File: src/rtl/tmds_channel_scheduler.sv
// One TMDS channel: chooses control / preamble / guard / video symbol each pixel
// clock from a 10-deep lookahead pipe and owns the encoder's running disparity.
module tmds_channel_scheduler #(
    parameter int unsigned CHANNEL = 0
) (
    input  logic       clk,
    input  logic       rst,
    input  logic [7:0] pixel_data,
    input  logic       de,
    input  logic [1:0] ctl,
    output logic [7:0] enc_pixel_data,
    output logic [4:0] enc_previous_count,
    input  logic [9:0] enc_encoded_data,
    input  logic [4:0] enc_next_count,
    output logic [9:0] tmds_symbol,
    output logic [1:0] period,
    output logic       blank_err
);

    typedef struct packed {
        logic       de;
        logic [1:0] ctl;
        logic [7:0] pixel;
    } sample_t;

    typedef enum logic [1:0] {
        CONTROL  = 2'd0,
        PREAMBLE = 2'd1,
        GUARD    = 2'd2,
        VIDEO    = 2'd3
    } period_t;

    localparam logic [9:0] CTL_SYM_00 = 10'b1101010100;
    localparam logic [9:0] GUARD_SYM  = (CHANNEL == 32'd1) ? 10'b0100110011 : 10'b1011001100;
    localparam logic [1:0] PRE_CTL    = (CHANNEL == 32'd1) ? 2'b01 : 2'b00;

    function automatic logic [9:0] ctl_symbol(input logic [1:0] c);
        case (c)
            2'b00:   ctl_symbol = 10'b1101010100;
            2'b01:   ctl_symbol = 10'b0010101011;
            2'b10:   ctl_symbol = 10'b0101010100;
            2'b11:   ctl_symbol = 10'b1010101011;
            default: ctl_symbol = 10'b1101010100;
        endcase
    endfunction

    sample_t    pipe_r [10];
    period_t    hist_r [10];   // hist_r[0] is the period currently on the output
    logic [4:0] cnt_r;
    logic [9:0] symbol_r;
    logic       err_r;

    period_t    class_s;
    logic [9:0] symbol_s;
    logic [1:0] pre_ctl_s;
    logic       guard_s;
    logic       preamble_s;
    logic       framed_s;
    logic       err_set_s;

    // Classify pipe[9]: pipe[8..7] are lookahead 1..2, pipe[6..0] and live inputs 3..10
    always_comb begin
        guard_s    = pipe_r[8].de | pipe_r[7].de;
        preamble_s = de;
        for (int i = 0; i < 7; i++) begin
            preamble_s = preamble_s | pipe_r[i].de;
        end
        class_s = CONTROL;
        if (pipe_r[9].de) begin
            class_s = VIDEO;
        end else if (guard_s) begin
            class_s = GUARD;
        end else if (preamble_s) begin
            class_s = PREAMBLE;
        end else begin
            class_s = CONTROL;
        end
    end

    // Symbol selection for the classified sample
    always_comb begin
        pre_ctl_s = (CHANNEL == 32'd0) ? pipe_r[9].ctl : PRE_CTL;
        symbol_s  = CTL_SYM_00;
        case (class_s)
            VIDEO:    symbol_s = enc_encoded_data;
            GUARD:    symbol_s = GUARD_SYM;
            PREAMBLE: symbol_s = ctl_symbol(pre_ctl_s);
            CONTROL:  symbol_s = ctl_symbol(pipe_r[9].ctl);
            default:  symbol_s = CTL_SYM_00;
        endcase
    end

    // A video start is well framed only after exactly 8 preamble then 2 guard periods
    always_comb begin
        framed_s = (hist_r[0] == GUARD) && (hist_r[1] == GUARD);
        for (int i = 2; i < 10; i++) begin
            framed_s = framed_s && (hist_r[i] == PREAMBLE);
        end
        err_set_s = (class_s == VIDEO) && (hist_r[0] != VIDEO) && !framed_s;
    end

    // Delay line, period history, disparity and registered outputs
    always_ff @(posedge clk or posedge rst) begin
        if (rst) begin
            for (int i = 0; i < 10; i++) begin
                pipe_r[i] <= '0;
                hist_r[i] <= CONTROL;
            end
            cnt_r    <= 5'd0;
            symbol_r <= CTL_SYM_00;
            err_r    <= 1'b0;
        end else begin
            pipe_r[0] <= {de, ctl, pixel_data};
            hist_r[0] <= class_s;
            for (int i = 1; i < 10; i++) begin
                pipe_r[i] <= pipe_r[i-1];
                hist_r[i] <= hist_r[i-1];
            end
            cnt_r    <= (class_s == VIDEO) ? enc_next_count : 5'd0;
            symbol_r <= symbol_s;
            err_r    <= err_r | err_set_s;
        end
    end

    assign enc_pixel_data     = pipe_r[9].pixel;
    assign enc_previous_count = cnt_r;
    assign tmds_symbol        = symbol_r;
    assign period             = hist_r[0];
    assign blank_err          = err_r;

endmodule

File: config.mk
export PLATFORM = sky130hd
export DESIGN_NAME = tmds_channel_scheduler
export DESIGN_NICKNAME = d
export VERILOG_FILES = /design/src/rtl/tmds_channel_scheduler.sv
export SDC_FILE = /design/constraint.sdc
export NUM_CORES = 1
export LEC_CHECK = 0
export CORE_MARGIN = 2
export CORE_UTILIZATION = 53
export CTS_CLUSTER_DIAMETER = 200
export CTS_CLUSTER_SIZE = 24
export DETAILED_ROUTE_END_ITERATION = 12
export PLACE_DENSITY = 0.77
export RECOVER_POWER = 100
export REMOVE_ABC_BUFFERS = 1
export SYNTH_ARGS = -nofsm -noshare
export SYNTH_HDL_FRONTEND = slang
export SYNTH_SLANG_ARGS = --single-unit
export TNS_END_PERCENT = 5
File: constraint.sdc
create_clock -name clk -period 6.21 [get_ports clk]
set_input_delay 1.242 -clock clk [delete_from_list [all_inputs] [get_ports clk]]
set_output_delay 1.242 -clock clk [all_outputs]
set_load 0.05 [all_outputs]
; ---- Word-level counts from Yosys, hierarchy flattened
; Index checks and enable logic that the tools add are counted.
[op_classes]
eq_ne = 17
muxes = 6
n_bitwise = 9
n_reduce_logical = 15
[ops]
columns = cell, count
row1 = 10-bit one-hot mux with 4 select lines, 1
row2 = 10-bit one-hot mux with 3 select lines, 1
row3 = 2-bit by 1-bit == test with 1-bit output (second input constant), 10
row4 = 2-bit == test (second input constant), 6
row5 = 1-bit logical AND, 11
row6 = 1-bit bitwise OR, 9
row7 = 5-bit 2-to-1 mux, 1
row8 = 2-bit logical NOT, 2
row9 = 2-bit 2-to-1 mux, 2
row10 = 2-bit != test (second input constant), 1
row11 = 2-bit OR reduction, 1
row12 = 1-bit logical NOT, 1
row13 = 1-bit 2-to-1 mux, 1
[totals]
register_bits = 146
inputBits = 28
output_inout_bits = 26
elab_cells = 90

; ---- Longest topological paths before layout
[logic_depth]
depth_word = 14
ltp_mapped = 5
mapped_depth_nobuf = 5

; ---- Worst setup path before layout
; Ideal clock, no wire load.
[synth_timing]
kind = input-to-reg
from = input port de
to = register hist_r (netlist bit period[0])
setup_ns = 0.127
t_arrival_ns = 1.832
t_required_ns = 6.083
setup_slack_ns = 4.251
path_stages = 3
n_path_buf = 0
cell_sequence = nor4_1 a211oi_1 or2_2
[synth_between]
elab_chain_cells = 10
[synth_rtl]
columns = element, line_no
row1 = start: declaration, 9  ; input logic de,
row2 = 1-bit bitwise OR (7 in a row), 66  ; preamble_s = preamble_s | pipe_r[i].de;
row3 = 1-bit 2-to-1 mux, 73  ; end else if (preamble_s) begin
row4 = 2-bit 2-to-1 mux, 71  ; end else if (guard_s) begin
row5 = 2-bit 2-to-1 mux, 69  ; if (pipe_r[9].de) begin
row6 = net class_s[0], 53  ; period_t class_s;
row7 = end signal: indexed assignment, 117  ; hist_r[i] <= hist_r[i-1];
row8 = end: declaration, 48  ; period_t hist_r [10];
; The timed path passes the listed nets, and every way through them passes these cells.

==> metrics.md <==
| Metric | Value |
|---|---|
| Post-synth top area share | 86.56% |
| EDFF count, synth | 0 |
| Post-Syn Area | 4076 µm² |
| Crit Path Max Fanout | 106 |
| DR iter-0 viols | 117 |
| Drt total wl | 5493 µm |
| Post-synth ARST share | 100.0% |
| Site Rows | 31 |
| Seq cells post-synth | 146 |
| HPWL Detailed | 2778 µm |
| DR vias | 1768 |
| Synthesis-to-layout area growth | 28.70% |
| Setup-failing EPs final | 0 |
| Worst-skew pair later-pin latency | 0.51 ns |
| CTS HTree Levels | 4 |
| Final core occ | 71.19% |
| Ranking of synthesized cells by area | dfrtp_1 (87%), dfstp_2 (3.2%), buf_4 (1.8%), ha_1 (1.2%), a21o_1 (0.92%) |
| CP Capture Type | asynchronous set/reset pin |
| I/O pin count | 54 |
| Slew HR | -36.35% |
| Worst EP arrival | 4.02 ns |
| Setup Total Neg Slack | 0 ns |
| Vias in the first global route | 1957 |
| Pins Over Slew Limit | 42 |
| Largest net degree at the start of global routing | 107 |
| Drt via density | 4.653 |
| RSZ-0062 raised after global routing | no |
| WHS | 0.3431 ns |
| Clock Pin Slew Worst Setup and Hold Paths | 0.06 ns |
| Worst hold path class | reg -> reg |
| Outcome | complete, but fails checks |
| Final-stage net count | 300 |
| Total Power | 0.002126 W |
| Synth area leader | dfrtp_1 |
| First-pass GRT wire length | just under 10000 µm |
| Initial antenna violation count | 0 |
| Placed Instance Area | 4663 µm² |
| Critical path launch point type | primary input |
| Hold buffers post-CTS | 0 |
| Number of buffers created by CTS | 17 |
| Core Area | around 7400 µm² |
| DIE AREA | 8409 µm² |
| Fillers | 445 |
| DRT antenna net count | 0 |
| Die Wd | 91.70 µm |
| Count of cell types in the netlist | 24 |
| Setup Skew | 0.008022 ns |
| Chip height | 91.70 µm |
| Static leakage | between 2 and 2.5 nW |
| DR DRC count | 0 |
| Final Hold Fails | 0 |
| Setup CP Type | in -> async |
| Design area | 5246 µm² |
| Layout cell share with drive strength beyond 1 | 13.88% |
| N_diodes | 0 |
| Yosys warns | 0 |
| Total global routing overflow | 0 |
| Clk Tree Root Cell | clkbuf_8 |
| Maximum VDD drop | ~0.26 mV |
| Gates resized, CTS repair | 0 |
| Setup Buffers After CTS | 0 |
| Initial core utilization | 55.31% |
| Prevailing post-synth register cell | dfrtp_1 |
| Avg WL per Cell | 14.46 µm |
| CTS Sinks | 146 |
| Seq/Total Area, Yosys | between 80% and 90% |
| Final min period | 3.809 ns |
| Violated checks | max-capacitance violations, max-slew violations |
| Max-cap check violation count | 1 |
| I/O Buffers | 53 |
| All-Layer GR Usage | 15.99% |
| Fmax | 262.5 MHz |
| Critical Path RT | between 6 and 7 ns |
| CTS tree | built |
| Cell Pwr Density | 405.3 nW/µm² |
| Avg Inst Size Synth | just under 20 µm² |
| Cell count after synthesis | 206 |
| Worst-Margin Slew | 2.045 ns |
| Period utilisation layout | around three fifths |
| Clock Path Buffers | 2 |
| GP Congestion | 0.7066 |
| 1st-pass router iterations | 3 |
[kinds of logic (layout without fill, tap and decap cells)]
group | count (synthesis) | count (layout) | synth area share [%]
simple gates | 23 | 23 | 4.113
fa+ha+maj | 4 | 4 | 1.228
buf+inv | 19 | 94 | 2.701
compound gates | 14 | 14 | 2.180
flops | 146 | 146 | 89.78
[placed cells by master, fill, tap and decap left out, types with 5 or more instances in the layout]
cell	synthesis	routed
dfstp_2	5	5
clkbuf_16	0	16
dfrtp_1	141	141
clkinv_4	0	5
a21oi_1	6	6
inv_1	7	7
a21o_1	5	5
dlygate4sd3_1	0	39
clkdlybuf4s50_1	0	14
[area by class of cell]
| type | instances | area (µm²) | area share (%) |
|---|---|---|---|
| sequential | 146 | 3660 | 69.76 |
| timing repair buffer | 54 | 534.3 | 10.18 |
| clock buffer | 18 | 427.9 | 8.156 |
| multi-input combinational | 41 | 284.0 | 5.414 |
| clock inverter | 14 | 181.4 | 3.458 |
| tap | 99 | 123.9 | 2.361 |
| inverter | 8 | 35.03 | 0.6678 |
[sequential cells by signal (all words and copies together) (netlist names)]
signal / count
pipe_r: 100
hist_r: 18
tmds_symbol: 10
enc_pixel_data: 8
enc_previous_count: 5
period: 2
pre_ctl_s: 2
blank_err: 1
[stage by stage]
| stage | setup WS [ns] | cells |
|---|---|---|
| final | 2.401 | 380 |
| after floorplan | 1.053 | 195 |
| after detailed placement | 3.276 | 348 |
| after CTS | 3.125 | 380 |
| after global routing | 1.722 | 380 |
| after global placement | 3.337 | 348 |
[synthesized netlist by cell type (2+ instances only)]
cell and n:
dfrtp_1 141, nor4bb_1 2, ha_1 4, dfstp_2 5, inv_1 7, a21o_1 5
and2_1 5, nor3_4 2, and4b_1 2, nor4_1 2, nor2_1 4, a21oi_1 6
buf_4 10
[critical path, stage by stage]
cell           delay, ns
dlygate4sd3_1       0.59
inv_6               0.63
clkbuf_1            1.54
[worst paths after layout]
path,slack (ns),cells past startpoint,end,from
min reg2reg,0.34,0,pipe_r[60]$_DFF_PP0_,pipe_r[71]$_DFF_PP0_
min in group asynchronous,1.42,2,pipe_r[89]$_DFF_PP0_,rst
min,0.34,0,pipe_r[60]$_DFF_PP0_,pipe_r[71]$_DFF_PP0_
max reg2reg,4.44,4,tmds_symbol[0]$_DFF_PP0_,pipe_r[10]$_DFF_PP0_
max in group clk,3.09,1,tmds_symbol[2],tmds_symbol[2]$_DFF_PP1_
max,2.40,3,pipe_r[18]$_DFF_PP0_,rst
[where the power goes]
| part | leakage [nW] | internal, W | total, W | switching [W] |
|---|---|---|---|---|
| registers | 1.67 | 0.00100 | 0.00102 | 0.0000183 |
| clock network | 0.284 | 0.000627 | 0.00101 | 0.000385 |
| logic | 0.403 | 0.0000315 | 0.0000942 | 0.0000628 |
| total | 2.36 | 0.00166 | 0.00213 | 0.000466 |
[layer usage]
metal | global-route usage [%] | up-vias | share of wire (%)
met5 | 0 | - | 0
met4 | 6.468 | 0 | 2.1
met3 | 7.313 | 12 | 5.5
met2 | 24.26 | 57 | 51
met1 | 20.29 | 912 | 42
li1 | - | 787 | -
(Power assumes the default switching activity.)
